[config.mk]
export PLATFORM = sky130hd
export DESIGN_NAME = cla_adder
export DESIGN_NICKNAME = d
export VERILOG_FILES = /design/src/rtl/datapath_pkg.sv /design/src/rtl/cla_adder_group4.sv /design/src/rtl/cla_adder.sv
export SDC_FILE = /design/constraint.sdc
export NUM_CORES = 1
export LEC_CHECK = 0
export CORE_AREA = 8 8 45 47
export DETAILED_ROUTE_END_ITERATION = 16
export DIE_AREA = 0 0 53 55
export GPL_ROUTABILITY_DRIVEN = 0
export MAX_ROUTING_LAYER = met4
export SETUP_SLACK_MARGIN = 0.02
export SLEW_MARGIN = 20
export SYNTH_ARGS = -nofsm -noshare
export SYNTH_HDL_FRONTEND = slang
export SYNTH_SLANG_ARGS = --single-unit
export TNS_END_PERCENT = 5
[constraint.sdc]
create_clock -name clk -period 0.8 [get_ports clk]
set_input_delay 0.24 -clock clk [delete_from_list [all_inputs] [get_ports clk]]
set_output_delay 0.24 -clock clk [all_outputs]
set_load 0.05 [all_outputs]
[src/rtl/datapath_pkg.sv]
// Shared datapath constants and 4-bit carry-lookahead helpers used by the
// hierarchical carry-lookahead adder.
package datapath_pkg;

    localparam int CLA_GROUP = 4;

    // Operand width rounded up to a whole number of lookahead groups.
    function automatic int cla_pad_width(input int w);
        return ((w + CLA_GROUP - 1) / CLA_GROUP) * CLA_GROUP;
    endfunction

    // Internal carries c1..c3 of a 4-wide lookahead block, fully expanded.
    function automatic logic [2:0] cla4_carries(input logic [3:0] p,
                                                input logic [3:0] g,
                                                input logic       c0);
        logic [2:0] c;
        c[0] = g[0] | (p[0] & c0);
        c[1] = g[1] | (p[1] & g[0]) | (p[1] & p[0] & c0);
        c[2] = g[2] | (p[2] & g[1]) | (p[2] & p[1] & g[0])
             | (p[2] & p[1] & p[0] & c0);
        return c;
    endfunction

    function automatic logic cla4_generate(input logic [3:0] p,
                                           input logic [3:0] g);
        return g[3] | (p[3] & g[2]) | (p[3] & p[2] & g[1])
             | (p[3] & p[2] & p[1] & g[0]);
    endfunction

endpackage

[src/rtl/cla_adder_group4.sv]
// Combinational 4-bit lookahead unit: sum bits plus group propagate/generate
// for the next lookahead level.
module cla_group4
    import datapath_pkg::*;
(
    input  logic [3:0] a,
    input  logic [3:0] b,
    input  logic       cin,
    output logic [3:0] s,
    output logic       P,
    output logic       G
);

    logic [3:0] bit_p;
    logic [3:0] bit_g;
    logic [2:0] bit_c;

    assign bit_p = a ^ b;
    assign bit_g = a & b;
    assign bit_c = cla4_carries(bit_p, bit_g, cin);

    assign s = bit_p ^ {bit_c, cin};
    assign P = &bit_p;
    assign G = cla4_generate(bit_p, bit_g);

endmodule

[src/rtl/cla_adder.sv]
// Registered hierarchical carry-lookahead adder: 4-bit groups, a lookahead
// over groups of four groups, and a flat lookahead across those super-groups.
module cla_adder
    import datapath_pkg::*;
#(
    parameter int width = 4
) (
    input  logic             clk,
    input  logic             rst_n,
    input  logic [width-1:0] a,
    input  logic [width-1:0] b,
    input  logic             c_in,
    output logic             c_out,
    output logic [width-1:0] sum
);

    localparam int PW = cla_pad_width(width);
    localparam int NG = PW / CLA_GROUP;
    localparam int NS = (NG + CLA_GROUP - 1) / CLA_GROUP;

    logic [PW-1:0]     a_pad;
    logic [PW-1:0]     b_pad;
    logic [PW-1:0]     sum_pad;
    logic [4*NS-1:0]   gp;
    logic [4*NS-1:0]   gg;
    logic [NS-1:0]     sp;
    logic [NS-1:0]     sg;
    logic [NS:0]       sc;
    logic [4*NS:0]     gc;
    logic [2:0]        la_c;
    logic              prod;
    logic              term;
    logic              c_out_d;
    logic [width-1:0]  sum_q;
    logic              c_out_q;
    logic              unused_sink;

    assign a_pad = PW'(a);
    assign b_pad = PW'(b);

    // Groups beyond NG only fill out the last super-group; P=G=0 keeps them inert.
    for (genvar k = 0; k < 4 * NS; k++) begin : g_grp
        if (k < NG) begin : g_unit
            cla_group4 u_grp (
                .a   (a_pad[4*k +: 4]),
                .b   (b_pad[4*k +: 4]),
                .cin (gc[k]),
                .s   (sum_pad[4*k +: 4]),
                .P   (gp[k]),
                .G   (gg[k])
            );
        end else begin : g_pad
            assign gp[k] = 1'b0;
            assign gg[k] = 1'b0;
        end
    end

    always_comb begin
        sp = '0;
        sg = '0;
        for (int j = 0; j < NS; j++) begin
            sp[j] = &gp[4*j +: 4];
            sg[j] = cla4_generate(gp[4*j +: 4], gg[4*j +: 4]);
        end
    end

    // Top level: each super-group carry is a sum of products, never a chain.
    always_comb begin
        sc    = '0;
        term  = 1'b0;
        prod  = 1'b0;
        sc[0] = c_in;
        for (int j = 0; j < NS; j++) begin
            term = 1'b0;
            for (int m = 0; m <= j; m++) begin
                prod = sg[m];
                for (int n = m + 1; n <= j; n++) begin
                    prod = prod & sp[n];
                end
                term = term | prod;
            end
            prod = c_in;
            for (int n = 0; n <= j; n++) begin
                prod = prod & sp[n];
            end
            sc[j+1] = term | prod;
        end
    end

    always_comb begin
        gc   = '0;
        la_c = '0;
        for (int j = 0; j < NS; j++) begin
            la_c        = cla4_carries(gp[4*j +: 4], gg[4*j +: 4], sc[j]);
            gc[4*j]     = sc[j];
            gc[4*j + 1] = la_c[0];
            gc[4*j + 2] = la_c[1];
            gc[4*j + 3] = la_c[2];
        end
        gc[4*NS] = sc[NS];
    end

    // With zero padding above bit width-1, the padded sum bit at position
    // width is exactly the carry out of bit width-1.
    if (PW == width) begin : g_cout_full
        assign c_out_d = gc[NG];
    end else begin : g_cout_pad
        assign c_out_d = sum_pad[width];
    end

    assign unused_sink = ^{gc, sum_pad};

    always_ff @(posedge clk or negedge rst_n) begin
        if (!rst_n) begin
            sum_q   <= '0;
            c_out_q <= 1'b0;
        end else begin
            sum_q   <= sum_pad[width-1:0];
            c_out_q <= c_out_d;
        end
    end

    assign sum   = sum_q;
    assign c_out = c_out_q;

endmodule

# Word level (Yosys, flattened, before mapping)
# Cells that the tools add are included.
# totals
word_cells	31
ff_bits	5
# op_classes
reduce_logical	1
bitwise_logic	28
# ops
op	count
$and A1 B1 Y1	15
$or A1 B1 Y1	10
$xor A4 B4 Y4	2
$and A4 B4 Y4	1
$reduce_and A4 Y1	1

# Depth between registers and ports, before layout
# depth
depth_word	6
depth_mapped	4
ltp_nobuf	4

# Hierarchy
# A second synthesis with hierarchy kept.
# hier_totals
cells_unflattened	28
area_unflattened_um2	315.3
# modules_own_cells
module	n_inst	seq_area_each_um2	cells_each	area_each_um2
cla_group4	1	0.0	22	182.7
cla_adder	1	125.1	6	132.6

# Worst setup path after synthesis
# No wires, ideal clock.
# synth_path
path_kind	input -> register
start	input port a[2]
end	register c_out_q (netlist: c_out)
arrival_ns	1.089
required_ns	0.682
setup_time_ns	0.118
path_slack_ns	-0.407
stages	4
n_path_buf	0
cell_sequence	ha_1 -> a21o_1 -> a31o_1 -> a21o_1
# synth_via
elab_chain_len	6
elab_cells_between_ends	13
cone_classes	12 x bitwise; 1 x reduce/logical
# synth_lines
item	line_no	text
start: declaration	cla_adder.sv:10	input logic [width-1:0] a,
$and A4 B4 Y4 or $xor A4 B4 Y4 (tied branches)	cla_adder_group4.sv:19, cla_adder_group4.sv:18	
$and A1 B1 Y1 (on tied branches)	datapath_pkg.sv:26, datapath_pkg.sv:27	
$or A1 B1 Y1, or another cell as far along	datapath_pkg.sv:26	return g[3] | (p[3] & g[2]) | (p[3] & p[2] & g[1])
$or A1 B1 Y1 or $and A1 B1 Y1 (tied branches)	datapath_pkg.sv:26, datapath_pkg.sv:27	
$or A1 B1 Y1	datapath_pkg.sv:27	| (p[3] & p[2] & p[1] & g[0]);
$or A1 B1 Y1 *	datapath_pkg.sv:17	c[0] = g[0] | (p[0] & c0);
named net c_out_d	cla_adder.sv:33	logic c_out_d;
end signal: assignment	cla_adder.sv:119	c_out_q <= c_out_d;
end: declaration	cla_adder.sv:35	logic c_out_q;
# The timed path passes the listed nets; every way through them passes the cells marked *.

# Worst setup path after layout
# layout_path
start	register sum_q[1] (netlist: sum[1])
end	output port sum[1]
# layout_lines
item	line_no	text
start: declaration	cla_adder.sv:34	logic [width-1:0] sum_q;
start signal: assignment	cla_adder.sv:118	sum_q <= sum_pad[width-1:0];
end: declaration	cla_adder.sv:14	output logic [width-1:0] sum
# No word-level cell between the ends.

==> summary.md <==
| Metric | Value |
|---|---|
| Initial DRC count | `2` |
| Fin crit share | `127%` |
| Max_cap viols | `0` |
| Gr ovfl total | `0` |
| Syn-to-layout area delta | `117%` |
| Synth Area in XOR/XNOR | `9.63%` |
| Mean Syn Cell Area | `12.4 um2` |
| CTS tree | `built` |
| DP Cell Count | `55` |
| Residual DRC | `0` |
| Ys async rst share | `100%` |
| Yosys warns | `0` |
| PwrDens | `1970 mW/mm2` |
| Synth Register Bits | `5` |
| Crit end category | `primary output` |
| Vias per cell | `3.75` |
| Antenna Cells | `0` |
| Layout cells sized above 1 | `61.4%` |
| Final min period | `1010 ps` |
| Dominant synthesized flop cell | `dfrtp_1` |
| Critical path type | `reg2out` |
| DIE HEIGHT | `55 um` |
| Synth Area in Adders | `25.7%` |
| Critical path fanouts, max | `1` |
| Clock Sinks | `5` |
| Outcome | `finished with violations` |
| DRT Pass-1 Iters | `2` |
| Mux contribution to synthesized area | `0%` |
| Count leader, synth | `dfrtp_1` |
| Failing checks | `setup timing` |
| Final Non-Filler Cells | `60` |
| Leak Pwr | `0.293 nW` |
| Cell taking the most area after synthesis | `dfrtp_1` |
| Req. time, crit path | `560 ps` |
| Worst hold slack | `218 ps` |
| RSZ-0062 raised after global routing | `true` |
| Largest net degree at the start of global routing | `6` |
| Initial Util | `19.7%` |
| H-tree levels | `1` |
| Post-synthesis instance total | `22` |
| Boundary pin count | `16` |
| Root buf cell | `clkbuf_4` |
| Max clock buf depth | `2` |
| Pwr Total | `1.16 mW` |
| Simple logic cell fraction of the synthesized area | `0%` |
| Worst path cell trace | `buf_12` |
| Post-synth top cells | `dfrtp_1, ha_1, inv_1, a21o_1, xnor2_1` |
| Fmax achieved | `985 MHz` |
| Rel. slew slack | `86.0%` |
| Rows | `14` |
| Worst Setup SP | `sum[1]$_DFF_PN0_` |
| Crit-path leading delay family | `flip-flops` |
| Pre-CTS WS | `-865 ps` |
| Worst setup SP type | `register` |
| Maximum vdd drop | `0.546 mV` |
| Main combinational cell family by area after synthesis | `adder cells` |
| First-pass GRT wire length | `1.06 mm` |
| Vias in the first global route | `267` |
| Final worst slack | `-215 ps` |
| Core box area | `0.00138 mm2` |
| WL per Instance | `10.2 um` |
| Placed cell area | `533 um2` |
| Design Area, Final | `591 um2` |
| EDFF count, synth | `0` |
| Post-layout net count | `61` |
| Tot GR Track Use | `5.43%` |
| Final setup violation count | `9` |
| Number of port buffers | `15` |
| Max Slew Vio Count | `0` |
| Final Hold Fails | `0` |
| Sequential area share after synthesis | `45.9%` |
| Initial antenna violation count | `0` |
| Num CTS Buffers | `3` |
| Crit path buffers/inverters | `1` |
| Die ar. | `0.00292 mm2` |
| Vias | `225` |
| Synth top area cells | `dfrtp_1, ha_1, a21o_1` |
| Arr. time, crit path | `770 ps` |
| Post-synth top area share | `45.9%` |
| Total Wirelength | `614 um` |
| Worst-Margin Slew | `210 ps` |
| Number of routed nets with antenna violations | `0` |
| Syn Std Cell Area | `273 um2` |
| Syn nets | `38` |
| Crit-path slowest cell | `dfrtp_1` |
| Clock transition at the registers of the reported paths | `40 ps` |
| Critical path's largest stage delay | `390 ps` |
| Tightest Hold Check Type | `in2async` |
| Synth Area in Compound Gates | `13.3%` |
| Yosys cell types | `9` |
| Die X-Extent | `53 um` |
-- placed cells by master, fill, tap and decap left out, drive strengths merged --
| cell type | instances |
|---|---|
| xor2 | 1 |
| clkdlybuf4s50 | 1 |
| inv | 4 |
| ha | 4 |
| a21o | 3 |
| buf | 13 |
| clkbuf | 6 |
| a21oi | 1 |
| dlymetal6s2s | 2 |
| dfrtp | 5 |
| xnor2 | 2 |
| a31o | 1 |
| fa | 1 |
-- stage by stage --
step	setup TNS, ps	util (%)
after detailed placement	-3960	38.5
after CTS	-1570	42.1
final	-1450	42.7
after global placement	-3930	38.5
after floorplan	-1190	-
after global routing	-1700	42.7
-- power by group --
group / leakage, nW / internal [mW] / switching (mW) / total (mW)
clock: 0.0150 / 0.188 / 0.0913 / 0.279
combinational: 0.220 / 0.292 / 0.257 / 0.548
sequential: 0.0587 / 0.299 / 0.0348 / 0.334
-- sequential cells by signal, summed over array words and instances, names as in the netlist --
register  count
c_out         1
sum           4
-- layout make-up --
cell class	count	area, um2
Sequential cell	5	125
Multi-Input combinational cell	13	189
Inverter	4	15.0
Tap cell	16	20.0
Clock buffer	4	26.3
Timing Repair Buffer	18	215
Fill cell	127	793
-- worst max-delay path by stage --
stage | depth (start not counted) | to
after floorplan | 4 | c_out$_DFF_PN0_
after global placement | 5 | c_out$_DFF_PN0_
after detailed placement | 5 | c_out$_DFF_PN0_
after CTS | 1 | sum[1]
after global routing | 1 | sum[1]
final | 1 | sum[1]
-- logic make-up (layout without fill, tap and decap cells) --
group           Yosys count  count (layout)
fa+ha+maj                 5               5
buf+inv                   4              26
compound gates            5               5
flops                     5               5
xor+xnor                  3               3
-- metal layers --
| metal | routed length (um) | global-route usage [%] | vias to the layer above |
|---|---|---|---|
| li1 | - | - | 115 |
| met1 | 286 | 5.84 | 97 |
| met2 | 291 | 6.64 | 13 |
| met3 | 36 | 2.41 | 0 |
| met4 | 0 | 6.47 | 0 |
| met5 | 0 | - | - |
-- what timing repair did --
action                                  CTS  global route
endpoints found under the setup margin   10            10
pin swaps                                 7             4
hold buffers                              0             0
resized for setup                        37             5
hold endpoints to repair                  0             0
setup buffers                             1             0
Power figures use the tool's default switching activity.
